--- src/rtl/maxpool2d_stream_size_2.sv ---
// Streaming 2x2/stride-2 float32 max pooling over raster-order frames, one line buffer of pair maxima.
// Optional `define MAXPOOL_RELU_EN fuses a ReLU (sign bit set -> +0) onto the registered result.
module maxpool2d_stream_size_2 #(
  parameter int DATA_WIDTH = 32,
  parameter int IMG_WIDTH  = 56,
  parameter int IMG_HEIGHT = 56
) (
  input  logic                  clk,
  input  logic                  resetn,
  input  logic                  valid_in,
  input  logic [DATA_WIDTH-1:0] data_in,
  output logic [DATA_WIDTH-1:0] data_out,
  output logic                  valid_out,
  output logic                  done_out
);

  localparam int OUT_W = IMG_WIDTH / 2;
  localparam int OUT_H = IMG_HEIGHT / 2;
  localparam int COL_W = (IMG_WIDTH > 1) ? $clog2(IMG_WIDTH) : 1;
  localparam int ROW_W = (IMG_HEIGHT > 1) ? $clog2(IMG_HEIGHT) : 1;
  localparam int LB_W  = (OUT_W > 1) ? $clog2(OUT_W) : 1;

  localparam logic [COL_W-1:0] LAST_COL      = COL_W'(IMG_WIDTH - 1);
  localparam logic [ROW_W-1:0] LAST_ROW      = ROW_W'(IMG_HEIGHT - 1);
  localparam logic [COL_W-1:0] LAST_POOL_COL = COL_W'(2 * OUT_W - 1);
  localparam logic [ROW_W-1:0] LAST_POOL_ROW = ROW_W'(2 * OUT_H - 1);

  // Sign-magnitude maximum; on equality (including +0 vs -0) the first operand wins.
  function automatic logic [DATA_WIDTH-1:0] fmax(input logic [DATA_WIDTH-1:0] a,
                                                 input logic [DATA_WIDTH-1:0] b);
    logic [DATA_WIDTH-2:0] ma;
    logic [DATA_WIDTH-2:0] mb;
    logic [DATA_WIDTH-1:0] r;
    ma = a[DATA_WIDTH-2:0];
    mb = b[DATA_WIDTH-2:0];
    r  = a;
    if (a[DATA_WIDTH-1] != b[DATA_WIDTH-1]) begin
      if ((ma != '0) || (mb != '0)) r = a[DATA_WIDTH-1] ? b : a;
    end else if (!a[DATA_WIDTH-1]) begin
      if (mb > ma) r = b;
    end else begin
      if (mb < ma) r = b;
    end
    return r;
  endfunction

  logic [COL_W-1:0]      r_col;
  logic [ROW_W-1:0]      r_row;
  logic [DATA_WIDTH-1:0] r_hold;
  logic [DATA_WIDTH-1:0] r_linebuf [OUT_W];
  logic [DATA_WIDTH-1:0] r_data_out;
  logic                  r_valid_out;
  logic                  r_done_out;

  logic                  w_oddCol;
  logic                  w_oddRow;
  logic                  w_rowInPool;
  logic [LB_W-1:0]       w_lbIdx;
  logic [DATA_WIDTH-1:0] w_pair;
  logic [DATA_WIDTH-1:0] w_pooled;
  logic [DATA_WIDTH-1:0] w_result;
  logic                  w_lbWrite;
  logic                  w_fireWindow;
  logic                  w_lastWindow;

  assign w_oddCol     = r_col[0];
  assign w_oddRow     = r_row[0];
  // The trailing row of an odd-height frame must not disturb the line buffer.
  assign w_rowInPool  = ((IMG_HEIGHT % 2) == 0) || (r_row != LAST_ROW);
  assign w_lbIdx      = LB_W'(r_col >> 1);
  assign w_pair       = fmax(r_hold, data_in);
  assign w_pooled     = fmax(w_pair, r_linebuf[w_lbIdx]);
  assign w_lbWrite    = valid_in && w_oddCol && !w_oddRow && w_rowInPool;
  assign w_fireWindow = valid_in && w_oddCol && w_oddRow;
  assign w_lastWindow = (r_row == LAST_POOL_ROW) && (r_col == LAST_POOL_COL);

`ifdef MAXPOOL_RELU_EN
  assign w_result = w_pooled[DATA_WIDTH-1] ? '0 : w_pooled;
`else
  assign w_result = w_pooled;
`endif

  // Raster position and even-column hold; the frame boundary is purely the counter wrap.
  always_ff @(posedge clk or negedge resetn) begin
    if (!resetn) begin
      r_col  <= '0;
      r_row  <= '0;
      r_hold <= '0;
    end else if (valid_in) begin
      if (!w_oddCol) r_hold <= data_in;
      if (r_col == LAST_COL) begin
        r_col <= '0;
        r_row <= (r_row == LAST_ROW) ? '0 : r_row + ROW_W'(1);
      end else begin
        r_col <= r_col + COL_W'(1);
      end
    end
  end

  // Every entry is rewritten in an even row before the odd row reads it, so no reset is needed.
  always_ff @(posedge clk) begin
    if (w_lbWrite) r_linebuf[w_lbIdx] <= w_pair;
  end

  always_ff @(posedge clk or negedge resetn) begin
    if (!resetn) begin
      r_data_out  <= '0;
      r_valid_out <= 1'b0;
      r_done_out  <= 1'b0;
    end else if (w_fireWindow) begin
      r_data_out  <= w_result;
      r_valid_out <= 1'b1;
      r_done_out  <= w_lastWindow;
    end else begin
      r_valid_out <= 1'b0;
      r_done_out  <= 1'b0;
    end
  end

  assign data_out  = r_data_out;
  assign valid_out = r_valid_out;
  assign done_out  = r_done_out;

endmodule

--- config.mk ---
export PLATFORM = sky130hd
export DESIGN_NAME = maxpool2d_stream_size_2
export DESIGN_NICKNAME = d
export VERILOG_FILES = /design/src/rtl/maxpool2d_stream_size_2.sv
export SDC_FILE = /design/constraint.sdc
export NUM_CORES = 1
export LEC_CHECK = 0
export BUFFER_PORTS_ARGS = -buffer_cell sky130_fd_sc_hd__buf_2
export CAP_MARGIN = 20
export CORE_AREA = 2 2 272 274
export DETAILED_ROUTE_END_ITERATION = 8
export DIE_AREA = 0 0 274 276
export PLACE_DENSITY_LB_ADDON = 0.15
export REMOVE_ABC_BUFFERS = 1
export SLEW_MARGIN = 30
export SYNTH_ARGS = -nofsm -noshare
export SYNTH_HDL_FRONTEND = slang
export SYNTH_SLANG_ARGS = --single-unit
--- constraint.sdc ---
create_clock -name clk -period 7.4 [get_ports clk]
set_input_delay 0.74 -clock clk [delete_from_list [all_inputs] [get_ports clk]]
set_output_delay 0.74 -clock clk [all_outputs]
set_load 0.02 [all_outputs]
==> results.tsv <==
stage	metric	value	unit
run_status	outcome	finished clean	
synth	sequential fraction of the synthesis area	0.7262	
sta	Rel. slew slack	0.2835	
power	P_leak	15.32	nW
routing	Routed WL	116700	µm
clocking	H-tree levels	3	
setup_path	CP Data Arrival Time	7.00	ns
routing	DR WL/cell	34.72	µm
min_path	Hold WC Path Type	input port to asynchronous set/reset pin	
setup_path	Critical Path Fanout Max	30	
place	PortBufs	68	
power	Seq pwr share	0.395	
sta	Final Hold Viols	0	
routing	1st-pass router iterations	5	
finish	nets	2422	
synth	Synth top area share	0.6770	
sta	Slew Viols, Final	0	
grt	largest net degree at the start of global routing	80	
synth	Mapped Cells	2164	
sta	worst-margin pin slew	1.058	ns
power	PwrDens	397.3	nW/µm²
sta	final setup TNS	0	ns
clocking	# clock sinks	974	
power	switching share of total power	0.3412	
sta	RSZ-0062 raised after global routing	no	
flow_run	max-cap violation count	0	
power	internal power	11.80	mW
place	gpl congestion	0.9133	
synth	Syn. warnings	0	
sta	fin crit period	6.497	ns
clocking	post-cts hold buffer count	0	
floorplanning	Core Area	72590	µm²
finish	ratio of cells with drive above 1 in the final layout	0.2511	
grt	antenna violations before repair	1	
floorplanning	Initial Util	0.5475	
setup_path	crit end category	flop	
synth	Cell variety after synth	62	
grt	first-pass GRT wire length	164400	µm
finish	fill count	5195	
sta	Worst Hold Slack	0.05485	ns
routing	Starting DRT DRC Count	3328	
grt	vias in the first global route	21946	
synth	Post-synth EDFFs	896	
floorplanning	Die Y	276	µm
sta	Final Cycle Share	0.8779	
routing	via count	22714	
clocking	Max clock buf depth	3	
synth	top cells by area, synth	edfxtp_1 68%, mux4_2 11%, dfrtp_1 4.9%, mux2i_1 2.8%, ha_1 2.1%	
synth	Primary FF master, synth	edfxtp_1	
power	sw power	6.115	mW
sta	final worst slack	0.9035	ns
floorplanning	I/O Pins	69	
floorplanning	row cnt	99	
setup_path	Critical Path RT	7.91	ns
sta	Setup Viol. Count Final	0	
setup_path	Worst Setup Path Type	flop to flop	
synth	syn_area_per_cell	18.36	µm²
finish	diode count	0	
clocking	Num CTS Buffers	97	
power	Peak VDD IR	0.2543	mV
floorplanning	die area	75620	µm²
grt	total gr overflow	0	
sta	fmax	153.9	MHz
finish	register area	28870	µm²
clocking	Post-CTS Setup Bufs	0	
synth	Post-Syn Area	39740	µm²
place	placed inst area	41890	µm²
clocking	CTS tree	done	
routing	DRC Markers	0	
clocking	Clock Latency Late Sink	0.66	ns
routing	vias per std cell	6.760	
setup_path	startpoint types	flop	
clocking	CTS clk-pin slew, worst paths	0.06	ns
routing	Post-DRT Antenna Nets	0	
clocking	CTS root buf	clkbuf_16	
grt	GRT Util Overall	0.3114	
power	Comb power frac	0.329	
finish	multi-input logic area	10330	µm²
place	DP HPWL	71180	µm
finish	Final Util	0.6213	
sta	skew final	0.03108	ns
floorplanning	Die W	274	µm
finish	Area growth syn-to-layout	13.48	%
synth	post-synthesis async set-or-reset flop share	0.08008	
synth	flops & latches, synth	974	
power	Clk pwr share	0.276	
synth	dominant cell type by area after synthesis	edfxtp_1	
clocking	post_cts resized	0	
finish	finished layout cell area	45100	µm²
place	pre-CTS setup slack	0.5759	ns
kinds of logic (layout without fill, tap and decap cells):
group                    after synthesis  in the layout  synth area share
AND/OR/NAND/NOR                      314            314           0.03762
adder cells (fa/ha/maj)               66             66           0.02078
AO/OA/AOI/OAI                        282            282           0.04663
multiplexers                         340            340            0.1461
buffers and inverters                184            421           0.02185
XOR/XNOR                               4              4         0.0008815
flip-flops                           974            974            0.7262
cell usage after synthesis, types with 6 or more instances:
library cell	number
o22ai_1	32
buf_2	40
edfxtp_1	896
inv_1	73
nor3_1	21
a22oi_1	37
nand2_1	119
nor4_1	20
a22o_1	13
nand2b_1	6
o21ai_0	96
mux4_2	188
nand4_1	21
clkbuf_1	38
a211oi_1	20
buf_1	11
nand3_1	17
and3_1	7
nor2_1	72
o211ai_1	10
mux2_2	40
a221oi_1	9
mux2i_1	112
buf_4	8
buf_6	13
a31oi_1	8
dfrtp_1	78
a21oi_1	23
ha_1	66
critical path, stage by stage, from the launching register on:
cell	delay (ns)
dfrtp_1	0.37
inv_1	0.07
ha_1	0.29
a21oi_1	0.14
o21ai_0	0.10
a221oi_1	0.48
a211oi_1	0.15
nor2_1	0.30
mux2i_4	0.55
buf_4	0.34
mux2_2	0.58
inv_1	0.10
ha_1	0.33
o21ai_0	0.16
a21oi_1	0.06
o31ai_1	0.24
a211oi_1	0.12
nor3b_1	0.48
nor2_1	0.16
mux2i_4	0.50
buf_4	0.48
mux2i_1	0.24
o21ai_0	0.10
flip-flops by register name, indices dropped and copies added, names as in the netlist:
signal,flops
r_linebuf,896
r_row,6
r_hold,32
valid_out,1
r_col,6
data_out,32
done_out,1
layout by cell type, fill, tap and decap left out, types with 21 or more instances in the layout:
cell type / n
buf_4: 92
nand2_1: 119
mux4_2: 188
nor2_1: 43
mux2_2: 40
nand4_1: 21
a21oi_1: 23
ha_1: 66
a22oi_1: 37
clkbuf_16: 100
o21ai_0: 96
nor2_4: 29
edfxtp_1: 896
inv_1: 73
o22ai_1: 32
dfrtp_1: 73
buf_2: 67
clkbuf_1: 22
mux2i_1: 110
path summary, 6_finish.rpt:
check                      slack [ns]  depth (start not counted)                       end                    start
setup / recovery                 0.90                         22  data_out[28]$_DFFE_PN0P_    r_hold[8]$_DFFE_PN0P_
hold / removal                   0.05                          1       valid_out$_DFF_PN0_                   resetn
setup reg to reg                 0.90                         22  data_out[28]$_DFFE_PN0P_    r_hold[8]$_DFFE_PN0P_
hold reg to reg                  0.49                          2   data_out[2]$_DFFE_PN0P_  data_out[2]$_DFFE_PN0P_
max in group asynchronous        6.14                          2    r_hold[29]$_DFFE_PN0P_                   resetn
min in group clk                 0.35                          3    r_hold[12]$_DFFE_PN0P_              data_in[12]
final cells by class:
cell class              count  share of cell area
clock inverters            44            0.009794
well taps                 959             0.02661
multi-input cells        1006              0.2290
inverters                  74            0.006159
flip-flops and latches    974              0.6401
repair buffers            168             0.02705
clock buffers             135             0.06129
power by group through the flow:
stage / clock (mW) / combinational (mW) / sequential [mW]
floorplan: 0 / 3.90 / 7.42
global placement: 0 / 5.71 / 7.17
detailed placement: 0 / 5.80 / 7.18
CTS: 4.99 / 5.82 / 7.07
global route: 5.20 / 6.22 / 7.09
finish: 4.95 / 5.89 / 7.08
per-layer routing:
layer	vias to the layer above	routed length, µm	GRT usage
li1	9102	-	-
met1	11945	45940	0.4615
met2	1455	54480	0.4735
met3	212	12470	0.05697
met4	0	3780	0.1014
met5	-	0	0
metrics by stage:
step / instances / total power [mW]
after floorplan: 2054 / 11.32
after global placement: 3176 / 12.88
after detailed placement: 3181 / 12.98
after CTS: 3360 / 17.88
after global routing: 3360 / 18.52
final: 3360 / 17.92
(Power assumes the default switching activity.)
